===== config.mk =====
export PLATFORM = sky130hd
export DESIGN_NAME = wb_queue
export DESIGN_NICKNAME = d
export VERILOG_FILES = /design/src/rtl/wb_pkg.sv /design/src/rtl/wb_fifo.sv /design/src/rtl/wb_queue.sv
export SDC_FILE = /design/constraint.sdc
export NUM_CORES = 1
export LEC_CHECK = 0
export BUFFER_PORTS_ARGS = -buffer_cell sky130_fd_sc_hd__buf_2
export CAP_MARGIN = 10
export CELL_PAD_IN_SITES_DETAIL_PLACEMENT = 1
export CELL_PAD_IN_SITES_GLOBAL_PLACEMENT = 1
export CORE_MARGIN = 10
export CORE_UTILIZATION = 35
export CTS_CLUSTER_SIZE = 12
export DETAILED_ROUTE_END_ITERATION = 10
export PLACE_DENSITY_LB_ADDON = 0.3
export RECOVER_POWER = 100
export REMOVE_ABC_BUFFERS = 1
export SLEW_MARGIN = 20
export SYNTH_ARGS = -nofsm -noshare
export SYNTH_HDL_FRONTEND = slang
export SYNTH_HIERARCHICAL = 1
export SYNTH_SLANG_ARGS = --single-unit

===== constraint.sdc =====
create_clock -name clk -period 10.4 [get_ports clk]
set_input_delay 2.08 -clock clk [delete_from_list [all_inputs] [get_ports clk]]
set_output_delay 2.08 -clock clk [all_outputs]
set_load 0.01 [all_outputs]

===== src/rtl/wb_pkg.sv =====
// Shared constants and entry layout for the write-back queue.
package wb_pkg;

  // Opcode prefixes: five-bit classes plus the full six-bit halt opcode
  localparam logic [4:0] OP_LOAD = 5'b11000;
  localparam logic [4:0] OP_RR   = 5'b00000;
  localparam logic [4:0] OP_RI   = 5'b00101;
  localparam logic [5:0] OP_HALT = 6'b111111;

  // Destination field positions inside the instruction word
  localparam int RD_LSB = 11;
  localparam int RT_LSB = 16;

  // Default field widths used by the reference entry layout
  localparam int DW_DEF = 32;
  localparam int IW_DEF = 32;
  localparam int AW_DEF = 5;

  // Reference layout of one queued entry at the default widths; the queue
  // declares a parameter-sized twin with the same field order.
  typedef struct packed {
    logic              we;
    logic              is_halt;
    logic [AW_DEF-1:0] waddr;
    logic [DW_DEF-1:0] wdata;
    logic [IW_DEF-1:0] ir;
  } wb_entry_t;

endpackage


===== src/rtl/wb_fifo.sv =====
// Generic DEPTH-entry synchronous FIFO with first-word-fall-through head.
// Pointers carry one extra bit so full and empty can be told apart.
module wb_fifo #(
  parameter int W     = 8,
  parameter int DEPTH = 2
) (
  input  logic         clk,
  input  logic         rst_n,
  input  logic         push,
  input  logic [W-1:0] push_data,
  input  logic         pop,
  output logic [W-1:0] head_data,
  output logic         full,
  output logic         empty
);

  localparam int PW = $clog2(DEPTH);

  logic [PW:0]  wptr_reg;
  logic [PW:0]  rptr_reg;
  logic [W-1:0] mem_reg [DEPTH];
  logic         push_ok;
  logic         pop_ok;

  assign empty   = (wptr_reg == rptr_reg);
  assign full    = (wptr_reg[PW] != rptr_reg[PW]) &&
                   (wptr_reg[PW-1:0] == rptr_reg[PW-1:0]);
  assign push_ok = push && !full;
  assign pop_ok  = pop && !empty;

  // The head must be visible the cycle after it is written, so the read
  // is taken straight from the storage array.
  assign head_data = mem_reg[rptr_reg[PW-1:0]];

  // Pointer update; reset discards every stored entry
  always_ff @(posedge clk) begin
    if (!rst_n) begin
      wptr_reg <= '0;
      rptr_reg <= '0;
    end else begin
      if (push_ok) wptr_reg <= wptr_reg + 1'b1;
      if (pop_ok)  rptr_reg <= rptr_reg + 1'b1;
    end
  end

  // Storage write; contents need no reset since empty masks them
  always_ff @(posedge clk) begin
    if (push_ok) mem_reg[wptr_reg[PW-1:0]] <= push_data;
  end

endmodule


===== src/rtl/wb_queue.sv =====
// Write-back stage: decodes completed instructions, queues them and drives
// the register-file write port; tracks retirements and a sticky halt.
module wb_queue
  import wb_pkg::*;
#(
  parameter int DW    = 32,
  parameter int IW    = 32,
  parameter int AW    = 5,
  parameter int DEPTH = 2,
  parameter int CW    = 32
) (
  input  logic          clk,
  input  logic          rst_n,
  input  logic          in_valid,
  output logic          in_ready,
  input  logic [IW-1:0] in_ir,
  input  logic [DW-1:0] in_alu,
  input  logic [DW-1:0] in_lmd,
  output logic          rf_we,
  output logic [AW-1:0] rf_waddr,
  output logic [DW-1:0] rf_wdata,
  input  logic          rf_ready,
  output logic          wb_valid,
  output logic [IW-1:0] wb_ir,
  output logic          halted,
  output logic [CW-1:0] retired
);

  typedef struct packed {
    logic          we;
    logic          is_halt;
    logic [AW-1:0] waddr;
    logic [DW-1:0] wdata;
    logic [IW-1:0] ir;
  } entry_t;

  localparam int EW = $bits(entry_t);

  entry_t        in_entry;
  entry_t        head;
  logic [4:0]    op5;
  logic [5:0]    op6;
  logic          fifo_full;
  logic          fifo_empty;
  logic          enq;
  logic          deq;
  logic          halt_seen_reg;
  logic          halted_reg;
  logic [CW-1:0] retired_reg;

  assign op5 = in_ir[IW-1 -: 5];
  assign op6 = in_ir[IW-1 -: 6];

  // Decode result source and destination; r0 is never written
  always_comb begin
    in_entry.we      = 1'b0;
    in_entry.is_halt = 1'b0;
    in_entry.waddr   = '0;
    in_entry.wdata   = in_alu;
    in_entry.ir      = in_ir;
    case (op5)
      OP_LOAD: begin
        in_entry.wdata = in_lmd;
        in_entry.waddr = in_ir[RT_LSB +: AW];
        in_entry.we    = 1'b1;
      end
      OP_RR: begin
        in_entry.waddr = in_ir[RD_LSB +: AW];
        in_entry.we    = 1'b1;
      end
      OP_RI: begin
        in_entry.waddr = in_ir[RT_LSB +: AW];
        in_entry.we    = 1'b1;
      end
      default: ;
    endcase
    if (op6 == OP_HALT) in_entry.is_halt = 1'b1;
    if (in_entry.waddr == '0) in_entry.we = 1'b0;
  end

  // Handshakes; all outputs are held quiet while reset is asserted
  assign in_ready = rst_n && !fifo_full && !halt_seen_reg;
  assign enq      = in_valid && in_ready;
  assign wb_valid = rst_n && !fifo_empty;
  assign deq      = wb_valid && (rf_ready || !head.we);
  assign rf_we    = wb_valid && head.we;
  assign rf_waddr = wb_valid ? head.waddr : '0;
  assign rf_wdata = wb_valid ? head.wdata : '0;
  assign wb_ir    = wb_valid ? head.ir    : '0;
  assign halted   = halted_reg;
  assign retired  = retired_reg;

  wb_fifo #(
    .W     (EW),
    .DEPTH (DEPTH)
  ) u_fifo (
    .clk       (clk),
    .rst_n     (rst_n),
    .push      (enq),
    .push_data (in_entry),
    .pop       (deq),
    .head_data (head),
    .full      (fifo_full),
    .empty     (fifo_empty)
  );

  // Halt tracking and the wrapping retirement counter
  always_ff @(posedge clk) begin
    if (!rst_n) begin
      halt_seen_reg <= 1'b0;
      halted_reg    <= 1'b0;
      retired_reg   <= '0;
    end else begin
      if (enq && in_entry.is_halt) halt_seen_reg <= 1'b1;
      if (deq && head.is_halt)     halted_reg    <= 1'b1;
      if (deq)                     retired_reg   <= retired_reg + 1'b1;
    end
  end

endmodule


==> impl_metrics.ini, run 1 <==
[status]
status = finished, violations left
failed_checks = max-capacitance violations, max-slew violations

[finish]
drive_above_1_share_pct = 29.03
areaGrowthSynthToFinish_pct = 21.78
largest_register_ffs = 142
layout.nets = 870
fin_util_pct = 43.02

[sta]
period_share_pct = 71.65
final.setup.tns_ps = 0
post-route-min-period_ps = 7451
drv_slew = 254
setup_slack_ps = 2949
setup_viol = 0
timing.final.hold_violations = 0
rsz0062_at_grt = no
finClkSkew_ps = 16.92
tightestPinTransition_ps = 4333
relSlewSlack_pct = -188.9
clock.fmax_ghz = 0.1342

[power]
power_frac_seq_pct = 52.0
clkPwrFrac_pct = 38.4
p_int_mw = 1.200
combPwrFrac_pct = 9.6
power_density_nw_per_um2 = 164.9
switchingPower_mw = 0.3961
power_mw = 1.596
swShare_pct = 24.82
p_leak_nw = 3.350
ir_drop_mv = 0.1013

[drt]
wl_per_cell_um = 19.44
vias = 5414
route.detailed.drc = 0
firstDrtPassIters = 4
ant_nets = 0
wl_mm = 20.78
drt_first_iter_violations = 260
avgViaCountPerCell = 5.065

[synth]
ys_async_sr_fraction_pct = 0
synth-seq-cells = 181
yosys-top-cells-count = edfxtp_1 (142), mux2_2 (103), and2_1 (72), dfxtp_1 (39), a21oi_1 (28)
seq_area_frac_synth_pct = 63.47
netlist_area_sq_um = 7949
yosys_warnings = 6
yosysUniqueCellTypes = 39
yosys-top-cells-area = edfxtp_1 (54%), mux2_2 (15%), dfxtp_1 (9.8%), and2_1 (5.7%), or4_1 (1.9%)
synth.most_common_cell = edfxtp_1
yosysTopAreaCell = edfxtp_1
synth-edff-count = 142
syn_avg_cell_area_sq_um = 13.87
synth_flop_cell = edfxtp_1
yosys.area.top_type_share_pct = 53.64
syn_inst = 573

[clock_network]
cts_resized = 0
ctsLongestPathBuffers = 2
hold_buffers = 0
h-tree-depth = 4
cts_root_buf = clkbuf_16
cts_tree = built
path_clk_slew_ps = 70
clkLatencyLatePin_ps = 420
cts.sinks = 181
numCtsBuffers = 17
cts_setup_buffers = 0

[floorplanning]
core_area_sq_um = 22500
ios = 205
die_x_um = 170.7
die_area_sq_um = 29140
initial_utilization_pct = 35.32
row_count = 55
fp.dieH_um = 170.7

[worst_setup_path]
crit_family = buffers and inverters
crit_required_ps = 8320
path_buf_inv = 3
cp-end-kind = output port
cp_cell_sequence = clkbuf_1 > nand2b_1 > clkinvlp_2 > and2_0 > buf_2
cp-start-kind = primary input
critPathMaxFanout = 76
worstSetupPathType = in -> out
cpMaxStageDelayCell = clkinvlp_2
cpPeakStageDelay_ps = 1810
arrival_ps = 5370

[grt]
grt_max_degree = 77
grt_pass1_vias = 6019
grt_use_total_pct = 13.96
grt_pass1_wl_mm = 32.02
antenna_found_initial = 3
grt_overflow = 0

[placement]
place_worst_setup_slack_ps = 4600
portBuffers = 204
hpwl_mm = 14.28
place_congestion = 0.7259

[job]
cap_violations = 4

[min_path]
hold_path.class = reg -> reg
metal layers:
metal	track usage (%)	vias to the layer above	share of wire, %
met5	0	-	0.082
met2	24.74	148	51
li1	-	2559	-
met4	4.233	2	0.87
met1	15.59	2692	41
met3	4.470	13	6.4
metrics by stage:
stage / area (sq um) / instances / hold WS, ps
2_1_floorplan: 7814 / 542 / 437.7
3_3_place_gp: 9233 / 1034 / 456.6
3_5_place_dp: 9233 / 1034 / 474.9
4_1_cts: 9794 / 1066 / 490.8
5_1_grt: 9676 / 1067 / 531.9
6_report: 9681 / 1069 / 488.8
power groups by stage:
stage / clock network, mW / logic, mW / registers, mW
after global placement: 0 / 0.158 / 0.842
after CTS: 0.630 / 0.163 / 0.827
after floorplan: 0 / 0.0924 / 0.838
final: 0.613 / 0.154 / 0.830
after global routing: 0.663 / 0.171 / 0.833
after detailed placement: 0 / 0.162 / 0.844
final cells by class:
class / instances / area [sq um]
diodes: 2 / 5.005
fillers: 2430 / 12820
flip-flops and latches: 181 / 5049
multi-input cells: 354 / 2758
well taps: 285 / 356.6
inverters: 7 / 27.53
clock buffers: 17 / 425.4
repair buffers: 208 / 923.4
clock inverters: 15 / 136.4
kinds of logic (layout without fill, tap and decap cells):
group | after synthesis | count (layout) | share of synthesized area [%]
simple gates | 171 | 171 | 13.05
fa+ha+maj | 1 | 1 | 0.1574
buf+inv | 38 | 247 | 2.030
mux | 105 | 105 | 14.84
xor+xnor | 10 | 10 | 1.196
compound gates | 67 | 67 | 5.257
flops | 181 | 181 | 63.47
other cells | 0 | 2 | 0
worst register-to-register path, stage by stage, from the launching register on:
cell	delay, ps
dfxtp_1	520
xor2_1	230
nor2_1	70
nor3b_1	250
and2_0	330
nand2_1	230
a21oi_4	160
clkbuf_1	3020
path summary, 6_finish.rpt:
kind | from | to | slack [ps] | cells after the start
min | halted | halted | 490 | 2
max | rst_n | wb_ir[29] | 2950 | 5
max reg2reg | u_fifo/rptr_reg[0] | u_fifo/mem_reg[1][15] | 5050 | 7
min reg2reg | halted | halted | 490 | 2
placed cells by master, fill, tap and decap left out, types with 16 or more instances in the layout:
cell type / instances
mux2_2: 75
clkbuf_1: 94
o31ai_1: 18
nor2_1: 16
edfxtp_1: 142
mux2_1: 28
a21oi_1: 27
buf_2: 114
clkbuf_16: 17
dfxtp_1: 38
and2_1: 27
and2_0: 45
or4_1: 20
Note: power is estimated with default switching activity, not from simulation.
==> inputs of run 2 (changes only) <==
Clock period 10.4 ns to 6.2 ns, I/O delays scaled along.
==> run 2 against run 1 <==
- the flow still finishes with violations (max-capacitance violations, max-slew violations)
- utilization about the same
- cell count shrank 0.28%
- register-to-register slack worse by 3100 ps
- flip-flop and latch count unchanged
- clock skew is 3.7 ps lower
- sequential share of layout area barely moved
- routed wire length shrank 1.0%
- non-clock buffer count shrank 1
- first-iteration DRC count is 11% lower
- critical path type is now in -> reg
- largest cell class unchanged
==> impl_metrics.ini, run 2 (synthesis gave the netlist of run 1 again) <==
[status]
status = finished, violations left
failed_checks = max-capacitance violations, max-slew violations

[worst_setup_path]
crit_family = simple AND/OR/NAND/NOR gates
arrival_ps = 4520
path_buf_inv = 2
worst-path-stages = 5
cp-start-kind = primary input
crit_required_ps = 6230
cp_cell_sequence = clkbuf_1 > nor3b_1 > and2_0 > and3b_1 > clkbuf_2
worstSetupPathType = in -> reg
cp-end-kind = flip-flop
ff2ff_path_depth = 6
critPathMaxFanout = 37
cpPeakStageDelay_ps = 1420
cpMaxStageDelayCell = and3b_1

[finish]
layout.nets = 869
areaGrowthSynthToFinish_pct = 21.69
drive_above_1_share_pct = 27.56
finalNonFillerCells = 1066
largest_register_ffs = 142
final_cell_mix = edfxtp_1 (142), clkbuf_1 (104), buf_2 (102), mux2_2 (75), dfxtp_1 (38)
layout.cells.most_common = edfxtp_1

[clock_network]
numCtsBuffers = 17
cts.sinks = 181
cts_tree = built
cts_resized = 0
clkLatencyLatePin_ps = 430
cts_setup_buffers = 0
h-tree-depth = 4
ctsLongestPathBuffers = 2
hold_buffers = 0
cts_root_buf = clkbuf_16
path_clk_slew_ps = 80

[grt]
busiest_layer = met2
grt_use_total_pct = 13.89
grt_max_degree = 77
gr-usage-met2_pct = 23.99
grt_pass1_vias = 5913
antenna_found_initial = 2
met1_usage_pct = 15.99
grt_overflow = 0
grt_pass1_wl_mm = 31.71
grt.met3_usage_pct = 4.286

[drt]
drt_first_iter_violations = 232
ant_nets = 0
vias = 5409
avgViaCountPerCell = 5.074
firstDrtPassIters = 4
wl_per_cell_um = 19.30
route.detailed.drc = 0
wl_mm = 20.57

[power]
power_density_nw_per_um2 = 279.0
ir_drop_mv = 0.1470
p_leak_nw = 3.331

[placement]
place_congestion = 0.7354
portBuffers = 204
place_inst = 1034
hpwl_mm = 14.25

[floorplanning]
initial_utilization_pct = 35.32
die_area_sq_um = 29140
ios = 205
core_area_sq_um = 22500
die_x_um = 170.7
fp.dieH_um = 170.7
row_count = 55

[min_path]
hold_path.class = reg -> reg
hold_depth = 2

[sta]
tightestPinTransition_ps = 2056
drv_slew = 141
clock.fmax_ghz = 0.2229
finClkSkew_ps = 13.18
timing.final.hold_violations = 0
final.setup.tns_ps = 0
relSlewSlack_pct = -37.09
post-route-min-period_ps = 4486
rsz0062_at_grt = no
period_share_pct = 72.35
setup_viol = 0

[job]
cap_violations = 3
[run 2: changes by cell type in the layout (fill, tap and decap cells not counted), sizes merged]
cell,before,now
inv,14,11
bufinv,0,2
clkbuf,111,123
buf,114,102
diode,2,1
clkinvlp,3,2
[run 2: worst paths after layout]
path | from | to | slack [ps]
worst max-delay path | rst_n | u_fifo/mem_reg[0][46] | 1710
worst min-delay path | retired[31] | retired[31] | 490
worst max register to register | u_fifo/rptr_reg[0] | u_fifo/mem_reg[0][46] | 1980
worst min register to register | retired[31] | retired[31] | 490
[run 2: where the power goes]
group	internal (mW)	leakage, nW	switching [mW]	total [mW]
registers	1.36	1.63	0.0316	1.39
clock network	0.597	0.278	0.458	1.06
logic	0.117	1.42	0.138	0.255
[run 2: layout make-up]
type,count,area [sq um]
Antenna cell,1,2.502
Multi-Input combinational cell,354,2754
Clock inverter,13,146.4
Fill cell,2418,12830
Inverter,7,28.78
Clock buffer,18,429.2
Sequential cell,181,5049
Timing Repair Buffer,207,907.1
Tap cell,285,356.6
[run 2: routing by layer]
| layer | share of wire, % | wire length (um) | vias up |
|---|---|---|---|
| met5 | 0.097 | 20 | - |
| met4 | 1.2 | 251 | 2 |
| met3 | 6.1 | 1265 | 22 |
| met2 | 50 | 10320 | 125 |
| met1 | 42 | 8719 | 2709 |
| li1 | - | - | 2551 |
[run 2: metrics by stage]
| stage | setup WS [ps] | cell area, sq um | util, % | total power, mW | hold slack [ps] |
|---|---|---|---|---|---|
| floorplan | 256.6 | 7814 | - | 1.561 | 437.7 |
| global placement | 1793 | 9233 | 41.03 | 1.677 | 454.8 |
| detailed placement | 2078 | 9235 | 41.04 | 1.687 | 486.8 |
| CTS | 2389 | 9811 | 43.60 | 2.752 | 497.6 |
| global route | 1361 | 9671 | 42.97 | 2.814 | 530.4 |
| finish | 1714 | 9673 | 42.99 | 2.699 | 493.2 |
[run 2: worst min-delay path, cell delays in order (launching register included)]
cell     delay, ps
dfxtp_1        330
o31ai_1         70
a21oi_1         50
==> inputs of run 3 (changes only) <==
Clock period 6.2 ns to 4.4 ns, I/O delays scaled along.
==> run 3 against run 2 <==
- the flow still finishes with violations (max-capacitance violations, max-slew violations)
- critical path depth rose by 2
- clock skew increased by 0.95 ps
- sequential power is 40% higher
- critical path type is now reg -> out
- sequential share of layout area fell by 0.094 points
- global-route usage down 0.14 points
- via count down 1.9%
- flip-flop and latch count stayed put
- largest cell class unchanged
==> impl_metrics.ini, run 3 (synthesis gave the netlist of run 1 again) <==
[status]
status = finished, violations left
failed_checks = max-capacitance violations, max-slew violations

[drt]
wl_mm = 20.48
wl_per_cell_um = 19.09
avgViaCountPerCell = 4.945
route.detailed.drc = 0
ant_nets = 0
drt_first_iter_violations = 227
firstDrtPassIters = 4
vias = 5306

[floorplanning]
row_count = 55
initial_utilization_pct = 35.32
die_area_sq_um = 29140
core_area_sq_um = 22500
die_x_um = 170.7
fp.dieH_um = 170.7
ios = 205

[sta]
clock.fmax_ghz = 0.2671
final.setup.tns_ps = 0
finClkSkew_ps = 14.13
rsz0062_at_grt = no
relSlewSlack_pct = -36.08
setup_viol = 0
tightestPinTransition_ps = 2041
drv_slew = 139
hold_slack_ps = 493.7
period_share_pct = 85.08
timing.final.hold_violations = 0
setup_slack_ps = 656.6
post-route-min-period_ps = 3743

[worst_setup_path]
crit_family = buffers and inverters
path_buf_inv = 3
cpPeakStageDelay_ps = 470
ff2ff_path_depth = 7
worstSetupPathType = reg -> out
worst-path-stages = 7
crit_required_ps = 3520
cp_cell_sequence = xor2_1 > nor2_1 > nand2b_1 > inv_2 > buf_4 > and2_1 > clkbuf_1
arrival_ps = 2860
critPathMaxFanout = 39
cpMaxStageDelayCell = inv_2
cp-start-kind = flip-flop
cp-end-kind = output port

[clock_network]
cts_resized = 0
cts_setup_buffers = 0
path_clk_slew_ps = 80
numCtsBuffers = 17
cts_tree = built
clkLatencyLatePin_ps = 420
ctsLongestPathBuffers = 2
cts_root_buf = clkbuf_16
cts.sinks = 181
hold_buffers = 0
h-tree-depth = 4

[finish]
final_cell_mix = edfxtp_1 (142), buf_2 (104), clkbuf_1 (102), mux2_2 (73), and2_1 (39)
fillers = 2418
areaGrowthSynthToFinish_pct = 21.91
fin_util_pct = 43.06
layout.cells.most_common = edfxtp_1
layout.nets = 874
largest_register_ffs = 142
seq_area_sq_um = 5049
multi_input_area_sq_um = 2746
drive_above_1_share_pct = 27.86

[grt]
grt_max_degree = 72
grt_overflow = 0
grt_use_total_pct = 13.75
antenna_found_initial = 4
grt_pass1_wl_mm = 31.33
grt_pass1_vias = 5685

[power]
ir_drop_mv = 0.2465
p_leak_nw = 3.358
power_density_nw_per_um2 = 388.3

[min_path]
hold_path.class = reg -> reg
hold_depth = 2

[placement]
place_worst_setup_slack_ps = 999.3
hpwl_mm = 14.66
place_congestion = 0.7469
portBuffers = 204

[job]
cap_violations = 3
## run 3: final cells by class
class	count	area share, %
Sequential cell	181	52.10
Tap cell	285	3.680
Multi-Input combinational cell	354	28.34
Clock inverter	15	1.433
Antenna cell	2	0.05165
Inverter	7	0.2711
Timing Repair Buffer	212	9.735
Clock buffer	17	4.390
## run 3: worst min-delay path, cell delays in order (launching register included)
cell	delay [ps]
dfxtp_1	330
o31ai_1	60
a21oi_1	60
## run 3: per-stage QoR
stage               instances  cell area [sq um]  power [mW]
finish                   1073               9691       3.763
global route             1071               9686       3.931
CTS                      1071               9847       3.837
detailed placement       1039               9283       2.381
global placement         1039               9283       2.366
floorplan                 542               7814       2.199
## run 3: power breakdown
| group | total, mW | switching (mW) | leakage, nW | internal, mW |
|---|---|---|---|---|
| clock | 1.45 | 0.695 | 0.277 | 0.751 |
| combinational | 0.370 | 0.202 | 1.45 | 0.168 |
| sequential | 1.95 | 0.0369 | 1.63 | 1.91 |
## run 3: worst paths after layout
path | from | to | slack (ps)
worst min register to register | retired[31] | retired[31] | 490
worst max-delay path | u_fifo/rptr_reg[1] | rf_wdata[17] | 660
worst max register to register | u_fifo/rptr_reg[0] | u_fifo/mem_reg[1][7] | 660
worst min-delay path | retired[31] | retired[31] | 490
## run 3: metal layers
metal | wire length [um] | global-route usage [%] | share of wire, %
met1 | 8507 | 15.67 | 42
met2 | 10450 | 23.99 | 51
met3 | 1429 | 4.862 | 7.0
met4 | 87 | 3.432 | 0.42
met5 | 12 | 0 | 0.059
